==> src/rtl/sram_bus_arbiter_if.sv <==
// Bus bundle between the CPU requesters, the arbiter and the memory bridge.
// The master modport is the arbiter's view; slave is the CPU/bridge side.
interface sram_bus_arbiter_if;
  logic        inst_req;
  logic [31:0] inst_addr;
  logic        inst_addr_ok;
  logic        inst_data_ok;
  logic [31:0] inst_rdata;

  logic        data_req;
  logic        data_wr;
  logic [1:0]  data_size;
  logic [3:0]  data_wstrb;
  logic [31:0] data_addr;
  logic [31:0] data_wdata;
  logic        data_addr_ok;
  logic        data_data_ok;
  logic [31:0] data_rdata;

  logic        mem_req;
  logic        mem_wr;
  logic [1:0]  mem_size;
  logic [3:0]  mem_wstrb;
  logic [31:0] mem_addr;
  logic [31:0] mem_wdata;
  logic        mem_addr_ok;
  logic        mem_data_ok;
  logic [31:0] mem_rdata;

  modport master (
    input  inst_req, inst_addr,
    output inst_addr_ok, inst_data_ok, inst_rdata,
    input  data_req, data_wr, data_size, data_wstrb, data_addr, data_wdata,
    output data_addr_ok, data_data_ok, data_rdata,
    output mem_req, mem_wr, mem_size, mem_wstrb, mem_addr, mem_wdata,
    input  mem_addr_ok, mem_data_ok, mem_rdata
  );

  modport slave (
    output inst_req, inst_addr,
    input  inst_addr_ok, inst_data_ok, inst_rdata,
    output data_req, data_wr, data_size, data_wstrb, data_addr, data_wdata,
    input  data_addr_ok, data_data_ok, data_rdata,
    input  mem_req, mem_wr, mem_size, mem_wstrb, mem_addr, mem_wdata,
    output mem_addr_ok, mem_data_ok, mem_rdata
  );
endinterface

==> src/rtl/sram_bus_arbiter.sv <==
// Shares one SRAM-like memory port between instruction fetch and data access.
// One transaction in flight; data wins contention until inst has starved STARVE_LIMIT times.
module sram_bus_arbiter #(
  parameter int unsigned STARVE_LIMIT = 4
) (
  input  logic                clk,
  input  logic                reset,
  sram_bus_arbiter_if.master  bus
);

  localparam int unsigned CW = $clog2(STARVE_LIMIT + 1);
  localparam logic [CW-1:0] LIMIT = CW'(STARVE_LIMIT);

  typedef enum logic [1:0] {
    IDLE  = 2'd0,
    ISSUE = 2'd1,
    WAIT  = 2'd2
  } state_e;

  typedef enum logic {
    OWN_INST = 1'b0,
    OWN_DATA = 1'b1
  } owner_e;

  state_e        state;
  owner_e        owner;
  logic [CW-1:0] starve_cnt;

  logic          mem_req_q;
  logic          mem_wr_q;
  logic [1:0]    mem_size_q;
  logic [3:0]    mem_wstrb_q;
  logic [31:0]   mem_addr_q;
  logic [31:0]   mem_wdata_q;
  logic [31:0]   inst_rdata_q;
  logic [31:0]   data_rdata_q;

  logic          starved;
  logic          grant_data;
  logic          grant_inst;
  logic          rsp_valid;

  // Grants and responses are gated by reset so an abandoned transaction never answers.
  always_comb begin
    starved    = bus.inst_req && (starve_cnt == LIMIT);
    grant_data = (state == IDLE) && !reset && bus.data_req && !starved;
    grant_inst = (state == IDLE) && !reset && bus.inst_req && !grant_data;
    rsp_valid  = (state == WAIT) && !reset && bus.mem_data_ok;
  end

  always_ff @(posedge clk) begin
    if (reset) begin
      state        <= IDLE;
      owner        <= OWN_INST;
      starve_cnt   <= '0;
      mem_req_q    <= 1'b0;
      mem_wr_q     <= 1'b0;
      mem_size_q   <= '0;
      mem_wstrb_q  <= '0;
      mem_addr_q   <= '0;
      mem_wdata_q  <= '0;
      inst_rdata_q <= '0;
      data_rdata_q <= '0;
    end else begin
      unique case (state)
        IDLE: begin
          if (grant_data) begin
            owner       <= OWN_DATA;
            mem_req_q   <= 1'b1;
            mem_wr_q    <= bus.data_wr;
            mem_size_q  <= bus.data_size;
            mem_wstrb_q <= bus.data_wr ? bus.data_wstrb : '0;
            mem_addr_q  <= bus.data_addr;
            mem_wdata_q <= bus.data_wdata;
            state       <= ISSUE;
            if (!bus.inst_req)
              starve_cnt <= '0;
            else if (starve_cnt != LIMIT)
              starve_cnt <= starve_cnt + CW'(1);
          end else if (grant_inst) begin
            owner       <= OWN_INST;
            mem_req_q   <= 1'b1;
            mem_wr_q    <= 1'b0;
            mem_size_q  <= 2'd2;
            mem_wstrb_q <= '0;
            mem_addr_q  <= bus.inst_addr;
            mem_wdata_q <= '0;
            starve_cnt  <= '0;
            state       <= ISSUE;
          end
        end
        ISSUE: begin
          if (bus.mem_addr_ok) begin
            mem_req_q <= 1'b0;
            state     <= WAIT;
          end
        end
        WAIT: begin
          if (bus.mem_data_ok) begin
            if (owner == OWN_DATA)
              data_rdata_q <= bus.mem_rdata;
            else
              inst_rdata_q <= bus.mem_rdata;
            state <= IDLE;
          end
        end
        default: begin
          mem_req_q <= 1'b0;
          state     <= IDLE;
        end
      endcase
    end
  end

  assign bus.inst_addr_ok = grant_inst;
  assign bus.data_addr_ok = grant_data;

  // Response data passes straight through on the data_ok cycle, then the captured copy holds.
  assign bus.inst_data_ok = rsp_valid && (owner == OWN_INST);
  assign bus.data_data_ok = rsp_valid && (owner == OWN_DATA);
  assign bus.inst_rdata   = bus.inst_data_ok ? bus.mem_rdata : inst_rdata_q;
  assign bus.data_rdata   = bus.data_data_ok ? bus.mem_rdata : data_rdata_q;

  assign bus.mem_req   = mem_req_q;
  assign bus.mem_wr    = mem_wr_q;
  assign bus.mem_size  = mem_size_q;
  assign bus.mem_wstrb = mem_wstrb_q;
  assign bus.mem_addr  = mem_addr_q;
  assign bus.mem_wdata = mem_wdata_q;

endmodule

==> src/flat_wrapper.sv <==
// flat-port wrapper written by rule: the top's interface ports become plain ports
module sram_bus_arbiter_flat 
#(
  parameter int unsigned STARVE_LIMIT = 4
)
  (clk, reset, bus_inst_req, bus_inst_addr, bus_inst_addr_ok, bus_inst_data_ok, bus_inst_rdata, bus_data_req, bus_data_wr, bus_data_size, bus_data_wstrb, bus_data_addr, bus_data_wdata, bus_data_addr_ok, bus_data_data_ok, bus_data_rdata, bus_mem_req, bus_mem_wr, bus_mem_size, bus_mem_wstrb, bus_mem_addr, bus_mem_wdata, bus_mem_addr_ok, bus_mem_data_ok, bus_mem_rdata);
  sram_bus_arbiter_if bus_i ();
  input  logic clk;
  input  logic reset;
  input wire logic [$bits(bus_i.inst_req)-1:0] bus_inst_req;
  input wire logic [$bits(bus_i.inst_addr)-1:0] bus_inst_addr;
  output wire logic [$bits(bus_i.inst_addr_ok)-1:0] bus_inst_addr_ok;
  output wire logic [$bits(bus_i.inst_data_ok)-1:0] bus_inst_data_ok;
  output wire logic [$bits(bus_i.inst_rdata)-1:0] bus_inst_rdata;
  input wire logic [$bits(bus_i.data_req)-1:0] bus_data_req;
  input wire logic [$bits(bus_i.data_wr)-1:0] bus_data_wr;
  input wire logic [$bits(bus_i.data_size)-1:0] bus_data_size;
  input wire logic [$bits(bus_i.data_wstrb)-1:0] bus_data_wstrb;
  input wire logic [$bits(bus_i.data_addr)-1:0] bus_data_addr;
  input wire logic [$bits(bus_i.data_wdata)-1:0] bus_data_wdata;
  output wire logic [$bits(bus_i.data_addr_ok)-1:0] bus_data_addr_ok;
  output wire logic [$bits(bus_i.data_data_ok)-1:0] bus_data_data_ok;
  output wire logic [$bits(bus_i.data_rdata)-1:0] bus_data_rdata;
  output wire logic [$bits(bus_i.mem_req)-1:0] bus_mem_req;
  output wire logic [$bits(bus_i.mem_wr)-1:0] bus_mem_wr;
  output wire logic [$bits(bus_i.mem_size)-1:0] bus_mem_size;
  output wire logic [$bits(bus_i.mem_wstrb)-1:0] bus_mem_wstrb;
  output wire logic [$bits(bus_i.mem_addr)-1:0] bus_mem_addr;
  output wire logic [$bits(bus_i.mem_wdata)-1:0] bus_mem_wdata;
  input wire logic [$bits(bus_i.mem_addr_ok)-1:0] bus_mem_addr_ok;
  input wire logic [$bits(bus_i.mem_data_ok)-1:0] bus_mem_data_ok;
  input wire logic [$bits(bus_i.mem_rdata)-1:0] bus_mem_rdata;
  assign bus_i.inst_req = bus_inst_req;
  assign bus_i.inst_addr = bus_inst_addr;
  assign bus_inst_addr_ok = bus_i.inst_addr_ok;
  assign bus_inst_data_ok = bus_i.inst_data_ok;
  assign bus_inst_rdata = bus_i.inst_rdata;
  assign bus_i.data_req = bus_data_req;
  assign bus_i.data_wr = bus_data_wr;
  assign bus_i.data_size = bus_data_size;
  assign bus_i.data_wstrb = bus_data_wstrb;
  assign bus_i.data_addr = bus_data_addr;
  assign bus_i.data_wdata = bus_data_wdata;
  assign bus_data_addr_ok = bus_i.data_addr_ok;
  assign bus_data_data_ok = bus_i.data_data_ok;
  assign bus_data_rdata = bus_i.data_rdata;
  assign bus_mem_req = bus_i.mem_req;
  assign bus_mem_wr = bus_i.mem_wr;
  assign bus_mem_size = bus_i.mem_size;
  assign bus_mem_wstrb = bus_i.mem_wstrb;
  assign bus_mem_addr = bus_i.mem_addr;
  assign bus_mem_wdata = bus_i.mem_wdata;
  assign bus_i.mem_addr_ok = bus_mem_addr_ok;
  assign bus_i.mem_data_ok = bus_mem_data_ok;
  assign bus_i.mem_rdata = bus_mem_rdata;
  sram_bus_arbiter #(.STARVE_LIMIT(STARVE_LIMIT)) u_core (.clk(clk), .reset(reset), .bus(bus_i));
endmodule
==> config.mk <==
export PLATFORM = sky130hd
export DESIGN_NAME = sram_bus_arbiter_flat
export DESIGN_NICKNAME = d
export VERILOG_FILES = /design/src/rtl/sram_bus_arbiter_if.sv /design/src/rtl/sram_bus_arbiter.sv /design/src/flat_wrapper.sv
export SDC_FILE = /design/constraint.sdc
export NUM_CORES = 1
export LEC_CHECK = 0
export CAP_MARGIN = 20
export CORE_ASPECT_RATIO = 0.75
export CORE_MARGIN = 2
export CORE_UTILIZATION = 44
export DETAILED_ROUTE_END_ITERATION = 8
export PLACE_DENSITY = 0.89
export SYNTH_ARGS = -nofsm -noshare
export SYNTH_HDL_FRONTEND = slang
export SYNTH_SLANG_ARGS = --single-unit
==> constraint.sdc <==
create_clock -name clk -period 4.1 [get_ports clk]
set_input_delay 1.23 -clock clk [delete_from_list [all_inputs] [get_ports clk]]
set_output_delay 1.23 -clock clk [all_outputs]
set_load 0.05 [all_outputs]
# ---- After elaboration in Yosys (flattened, before gate mapping)
# Cells that the tools add are included.
dict set report word_totals {
  regBits 142
  in_bits 141
  wordCells 70
}
dict set report classes {
  n_addsub 1
  eq_ne 8
  mux 27
  n_bitwise 2
  n_reduce_logical 21
}
# cell n
set op_table {}
lappend op_table {{$mux 32} 6}
lappend op_table {{$reduce_and 3->1} 5}
lappend op_table {{$mux 2} 6}
lappend op_table {{$mux 3} 4}
lappend op_table {{$mux 4} 3}
lappend op_table {{$logic_and 1x1->1} 10}
lappend op_table {{$mux 1} 6}
lappend op_table {{$ne 3x3->1 const B} 2}
lappend op_table {{$pmux 2 s3} 1}
lappend op_table {{$ne 2x2->1 const B} 2}
lappend op_table {{$add 3x1->3 const B} 1}
lappend op_table {{$eq 3x3->1 const B} 1}
lappend op_table {{$logic_not 1->1} 3}
lappend op_table {{$ne 3x2->1 const B} 1}
lappend op_table {{$pmux 1 s3} 1}
lappend op_table {{$eq 2x1->1 const B} 1}
lappend op_table {{$eq 2x2->1 const B} 1}
lappend op_table {{$logic_not 2->1} 1}
lappend op_table {{$not 1->1} 2}
lappend op_table {{$reduce_and 2->1} 1}
lappend op_table {{$reduce_bool 2->1} 1}

# ---- Depth between registers and ports, before layout
# Gate-level depths: netlist (run 1).
dict set report depth {
  depth_word 9
  depth_mapped 7
}

# ---- Worst setup path before layout (run 1)
# OpenSTA, ideal clock, no wires.
dict set report synth_timing {
  path_type {input to output}
  start {input reset}
  end {output bus_inst_addr_ok}
  arrival_time_ps 2579
  required_ps 2870
  setup_slack_ps 291
  cell_stages 4
  cell_sequence {buf_2 nor3_4 and2_1 nor2b_1}
}
dict set report synth_between {
  elab_chain_len 6
  word_cells_on_any_way 7
}
# element line_no
set synth_rtl {}
lappend synth_rtl {{start: declaration} flat_wrapper.sv:9} ;# input logic reset;
lappend synth_rtl {{$logic_not 1->1 *} {sram_bus_arbiter.sv:46, sram_bus_arbiter.sv:47}}
lappend synth_rtl {{$logic_and 1x1->1 *} {sram_bus_arbiter.sv:46, sram_bus_arbiter.sv:47}}
lappend synth_rtl {{$logic_and 1x1->1 (2 in series)} sram_bus_arbiter.sv:46} ;# grant_data = (state == IDLE) && !reset && bus.data_req && !starved;
lappend synth_rtl {{$logic_not 1->1} sram_bus_arbiter.sv:47} ;# grant_inst = (state == IDLE) && !reset && bus.inst_req && !grant_data;
lappend synth_rtl {{$logic_and 1x1->1 *} sram_bus_arbiter.sv:47}
lappend synth_rtl {{end: declaration} flat_wrapper.sv:12} ;# output wire logic [$bits(bus_i.inst_addr_ok)-1:0] bus_inst_addr_ok;
# Every way passes the cells marked *; elsewhere a longest branch is shown, timed or not.

# ---- Worst setup path in the final report (run 1)
dict set report layout_timing {
  start {input reset}
  end {output bus_inst_rdata[3]}
}
dict set report layout_between {
  elab_chain_len 5
}
# element line_no
set layout_rtl {}
lappend layout_rtl {{$logic_not 1->1} sram_bus_arbiter.sv:48} ;# rsp_valid = (state == WAIT) && !reset && bus.mem_data_ok;
lappend layout_rtl {{$logic_and 1x1->1 (2 in series)} sram_bus_arbiter.sv:48}
lappend layout_rtl {{$logic_and 1x1->1} sram_bus_arbiter.sv:119} ;# assign bus.inst_data_ok = rsp_valid && (owner == OWN_INST);
lappend layout_rtl {{$mux 32} sram_bus_arbiter.sv:121} ;# assign bus.inst_rdata = bus.inst_data_ok ? bus.mem_rdata : inst_rdata_q;
lappend layout_rtl {{end: declaration} flat_wrapper.sv:14} ;# output wire logic [$bits(bus_i.inst_rdata)-1:0] bus_inst_rdata;
# No other way between the ends.

==> impl_metrics.tcl, run 1 <==
set metrics [dict create \
    start_util 0.456 \
    cts_sinks 142 \
    max-slew-margin-rel 0.404 \
    cp_num_buf_inv 4 \
    rsz0062_at_grt "false" \
    diodes 0 \
    layout-drive-gt1-share 0.229 \
    ir_worst_vdd_v 0.000347 \
    ys_ff_latch 142 \
    setup-violations-final 0 \
    cp-end-kind "output port" \
    drc 0 \
    grt_first_pass_wirelength_um 30600 \
    synth_top_area_frac 0.476 \
    slowest_delay_ns 0.36 \
    synth-edff-count 0 \
    setup_tns_ns 0 \
    synthMuxAreaShare 0.122 \
    cts.clk_slew.worst_paths_ns 0.05 \
    hold_class "reg -> reg" \
    detail_route.first_pass.iterations 5 \
    num-fill-cells 874 \
    cts_tree "done" \
    r2r_slack_ns 1.85 \
    core_area_um2 13100 \
    crit_family "buffers and inverters" \
    hold_violations 0 \
    via_per_inst 5.78 \
    yosysSeqAreaShare 0.476 \
    numCtsBuffers 17 \
    synth_ff_type "dfxtp_1" \
    synth_nets 688 \
    grt_max_degree 47 \
    max_freq_mhz 252 \
    period_share 0.968 \
    syn_area_um2 5970 \
    yosys.cell_count.top_type "dfxtp_1" \
    crit_chain "buf_2 -> nor4b_4 -> buf_4 -> bufbuf_16 -> mux2_2 -> buf_4" \
    yosys_warnings 0 \
    wire_per_inst_um 19.4 \
    synthTopCellsByArea "dfxtp_1, a22o_1, mux2_2" \
    min_period_ns 3.97 \
    cp-start-kind "input port" \
    grt_use_total 0.260 \
    placementRows 36 \
    cts-root-buf "clkbuf_16" \
    cts.htree.levels 4 \
    status "complete, no violations" \
    place_congestion 0.809 \
    grt_pass1_vias 5838 \
    yosys-top-cells-count "dfxtp_1, a22o_1, mux2_2" \
    synthToLayoutAreaGrowth_pct 58.1 \
    path_class "in -> out" \
    synth_cells 545 \
    synth_cell_types 43 \
    clockBufferDepth 2 \
    yosysTopAreaCell "dfxtp_1" \
    critical_path_arrival_ns 2.74 \
    synthAdderAreaFrac 0.00419 \
    yosys.area_share.simple 0.0369 \
    syn_avg_cell_area_um2 11.0 \
    io_buffers 280 \
    synth-xor-area-share 0 \
    antenna_found_initial 0 \
    p_leak_nw 3.80 \
    globalRouteOverflowTotal 0 \
    vias 5756 \
    tightestPinTransition_ns 0.893 \
    synth_top_family_by_area "compound AO/OA/AOI/OAI gates" \
    hold_slack_ns 0.460 \
    die_h_um 105 \
    async_flop_share 0 \
    postRouteAntennaNets 0 \
    skew_ns 0.00718 \
    cp.required_ns 2.87 \
    dieWidth_um 139 \
    finalNetCount 957 \
    pwr_density_cell_nw_per_um2 393 \
    crit_path_frequent_cell "buf_4" \
    drv_slew 0 \
    drt-total-wl_um 19300 \
    drt_iter0_markers 397 \
    die_area_um2 14500 \
    io_pins 281 \
    cts_hold_buf 0 \
    critPathMaxFanout 11 \
    clock_latency_ns 0.41 \
    dp_hpwl_um 13000 \
    cpMaxStageDelayCell "mux2_2" \
    final_util 0.721 \
    synth_compound_area_frac 0.305 \
    maxCapViolCount 0 \
]
==> registers in the layout, summed over array words and instances, names as in the netlist <==
name	count
u_core.bus.mem_req	1
u_core.bus.mem_size	2
u_core.bus.mem_addr	32
u_core.state	2
u_core.bus.mem_wstrb	4
u_core.inst_rdata_q	32
u_core.bus.mem_wdata	32
u_core.bus.mem_wr	1
u_core.starve_cnt	3
u_core.data_rdata_q	32
u_core.owner	1
==> layout by cell type, fill, tap and decap left out, types with 3 or more instances in the layout <==
cell and count:
a21oi_1 33, a22o_1 102, a311oi_1 32, and2_1 3, buf_12 8, buf_4 88, clkbuf_16 17, clkdlybuf4s50_1 210
clkinv_2 5, clkinvlp_4 3, dfxtp_1 142, inv_1 4, mux2_1 17, mux2_2 47, nor2_1 5, o211ai_1 32
o21ai_0 33
==> worst reg2reg max path: stages (launching register included) <==
cell and delay, ns:
dfxtp_1 0.45, nor2_2 0.67, buf_4 0.36, a21oi_4 0.09, buf_4 0.28, a22o_1 0.29
==> metal layers <==
layer,vias up,share of wire,track usage
li1,2670,-,-
met1,2751,0.41,0.307
met2,278,0.49,0.444
met3,57,0.070,0.0756
met4,0,0.032,0.109
met5,-,0,0
==> area by class of cell <==
| cell class | instances | area (um2) | share of cell area |
|---|---|---|---|
| tap | 171 | 214 | 0.0226 |
| clock buffer | 19 | 443 | 0.0469 |
| timing repair buffer | 311 | 3010 | 0.319 |
| multi-input combinational | 337 | 2820 | 0.299 |
| clock inverter | 11 | 95.1 | 0.0101 |
| inverter | 5 | 18.8 | 0.00199 |
| sequential | 142 | 2840 | 0.301 |
==> cell families after synthesis <==
family                   count (synthesis)
AO/OA/AOI/OAI                          242
multiplexers                            65
adder cells (fa/ha/maj)                  2
AND/OR/NAND/NOR                         28
flip-flops                             142
buffers and inverters                   66
==> per-stage QoR <==
stage | worst slack, ns | cells | power, mW | area, um2
CTS | 0.0211 | 996 | 3.73 | 9450
detailed placement | -0.105 | 959 | 2.31 | 8790
floorplan | 0.291 | 545 | 1.97 | 5970
global placement | -0.0625 | 959 | 2.30 | 8790
finish | 0.132 | 996 | 3.71 | 9450
global route | 0.0515 | 996 | 3.84 | 9450
==> what timing repair did <==
item | 4_1_cts | 5_1_grt
gates cloned | 3 | 0
setup buffers | 4 | 0
pin swaps | 1 | 1
resized for setup | 1 | 2
endpoints found under the setup margin | 64 | 32
==> path summary, 6_finish.rpt <==
path,end,start,depth (start not counted)
min reg2reg,u_core.bus.mem_wr,u_core.bus.mem_wr,1
min,u_core.bus.mem_wr,u_core.bus.mem_wr,1
max,bus_inst_rdata[3],reset,6
max reg2reg,u_core.bus.mem_wstrb[0],u_core.state[1],5
==> power breakdown <==
group          switching, mW  total, mW  internal, mW
sequential            0.0476       1.50          1.45
clock                  0.575       1.41         0.839
combinational          0.462      0.794         0.332
(Power assumes the default switching activity.)
==> run 2: changes to the inputs <==
--- a/config.mk
+++ b/config.mk
@@ -5,11 +5,11 @@
 export SDC_FILE = /design/constraint.sdc
 export NUM_CORES = 1
 export LEC_CHECK = 0
-export CAP_MARGIN = 20
 export CORE_ASPECT_RATIO = 0.75
 export CORE_MARGIN = 2
 export CORE_UTILIZATION = 44
 export DETAILED_ROUTE_END_ITERATION = 8
+export GPL_TIMING_DRIVEN = 0
 export PLACE_DENSITY = 0.89
 export SYNTH_ARGS = -nofsm -noshare
 export SYNTH_HDL_FRONTEND = slang
==> impl_metrics.tcl, run 2 (same netlist as run 1, synthesis figures left out) <==
set metrics [dict create \
    setup_tns_ns 0 \
    hold_slack_ns 0.462 \
    cp-end-kind "output port" \
    period_share 0.982 \
    cts-root-buf "clkbuf_16" \
    critical_path_arrival_ns 2.79 \
    drc 0 \
    cts_sinks 142 \
    antenna_found_initial 0 \
    dieWidth_um 139 \
    final_common_cell "clkdlybuf4s50_1" \
    max-slew-margin-rel 0.622 \
    clock_latency_ns 0.41 \
    critPathMaxFanout 10 \
    num-fill-cells 917 \
    grt_first_pass_wirelength_um 31800 \
    place_congestion 0.890 \
    hold_violations 0 \
    clockBufferDepth 2 \
    maxCapViolCount 0 \
    p_leak_nw 3.83 \
    finalNetCount 987 \
    max_freq_mhz 248 \
    start_util 0.456 \
    cts_hold_buf 0 \
    grt_use_total 0.269 \
    cts.htree.levels 4 \
    layout_common_cells "clkdlybuf4s50_1, dfxtp_1, a22o_1, buf_2, mux2_2" \
    cp-start-kind "input port" \
    ir_worst_vdd_v 0.000319 \
    hold_class "reg -> reg" \
    diodes 0 \
    wire_per_inst_um 19.6 \
    tightestPinTransition_ns 0.565 \
    skew_ns 0.00926 \
    drt-total-wl_um 20200 \
    io_buffers 279 \
    via_per_inst 5.73 \
    setup-violations-final 0 \
    dp_hpwl_um 14700 \
    path_class "in -> out" \
    synthToLayoutAreaGrowth_pct 59.0 \
    placementRows 36 \
    cp.required_ns 2.87 \
    layout-drive-gt1-share 0.211 \
    core_area_um2 13100 \
    pwr_density_cell_nw_per_um2 420 \
    cts.clk_slew.worst_paths_ns 0.06 \
    numCtsBuffers 17 \
    rsz0062_at_grt "false" \
    die_h_um 105 \
    die_area_um2 14500 \
    min_period_ns 4.02 \
    drt_iter0_markers 395 \
    io_pins 281 \
    drv_slew 0 \
    vias 5888 \
    detail_route.first_pass.iterations 5 \
    status "complete, no violations" \
    cts_tree "done" \
    grt_pass1_vias 6001 \
    grt_max_degree 17 \
    globalRouteOverflowTotal 0 \
    postRouteAntennaNets 0 \
]
-- run 2: final timing paths --
kind                        startpoint  slack (ns)  cells past startpoint                      to
setup reg to reg  u_core.starve_cnt[0]        2.19                      7  u_core.bus.mem_addr[5]
hold reg to reg      u_core.bus.mem_wr        0.46                      1       u_core.bus.mem_wr
hold / removal       u_core.bus.mem_wr        0.46                      1       u_core.bus.mem_wr
setup / recovery       bus_mem_data_ok        0.08                      7      bus_inst_rdata[20]
-- run 2: what timing repair did --
action | CTS | global route
gates cloned | 0 | 0
buffers inserted | 2 | 0
setup endpoints to repair | 68 | 31
resized for setup | 283 | 1
pin swaps | 1 | 1
-- run 2: metrics by stage --
| step | total power [mW] | worst slack (ns) | cells | util | instance area [um2] |
|---|---|---|---|---|---|
| global placement | 2.30 | -0.740 | 995 | 0.685 | 8980 |
| global route | 4.11 | 0.00174 | 1027 | 0.725 | 9500 |
| CTS | 3.99 | 0.0239 | 1028 | 0.725 | 9500 |
| floorplan | 1.97 | 0.291 | 545 | - | 5970 |
| finish | 3.99 | 0.0758 | 1027 | 0.725 | 9500 |
| detailed placement | 2.32 | -0.730 | 995 | 0.685 | 8980 |
-- run 2: where the power goes --
group	internal, mW	switching, mW	total (mW)
sequential	1.45	0.0428	1.49
combinational	0.326	0.470	0.797
clock	1.08	0.614	1.70
total	2.86	1.13	3.99
-- run 2: area by class of cell --
type,count,area (um2),share of cell area
inverters,5,18.8,0.00198
repair buffers,281,2650,0.278
clock inverters,13,211,0.0223
clock buffers,18,429,0.0452
well taps,171,214,0.0225
multi-input cells,337,2810,0.296
plain buffers,60,329,0.0346
flip-flops and latches,142,2840,0.299
-- run 2: critical path, cell delays in order --
cell and delay [ns]:
clkdlybuf4s15_1 0.25, nand2b_4 0.09, nor4b_4 0.28, buf_6 0.19, buf_6 0.16, mux2_1 0.38, buf_4 0.21
-- run 2: metal layers --
metal	part of all wire	GRT usage
met3	0.068	0.0710
met1	0.44	0.345
met5	0	0
met2	0.48	0.446
met4	0.020	0.0831
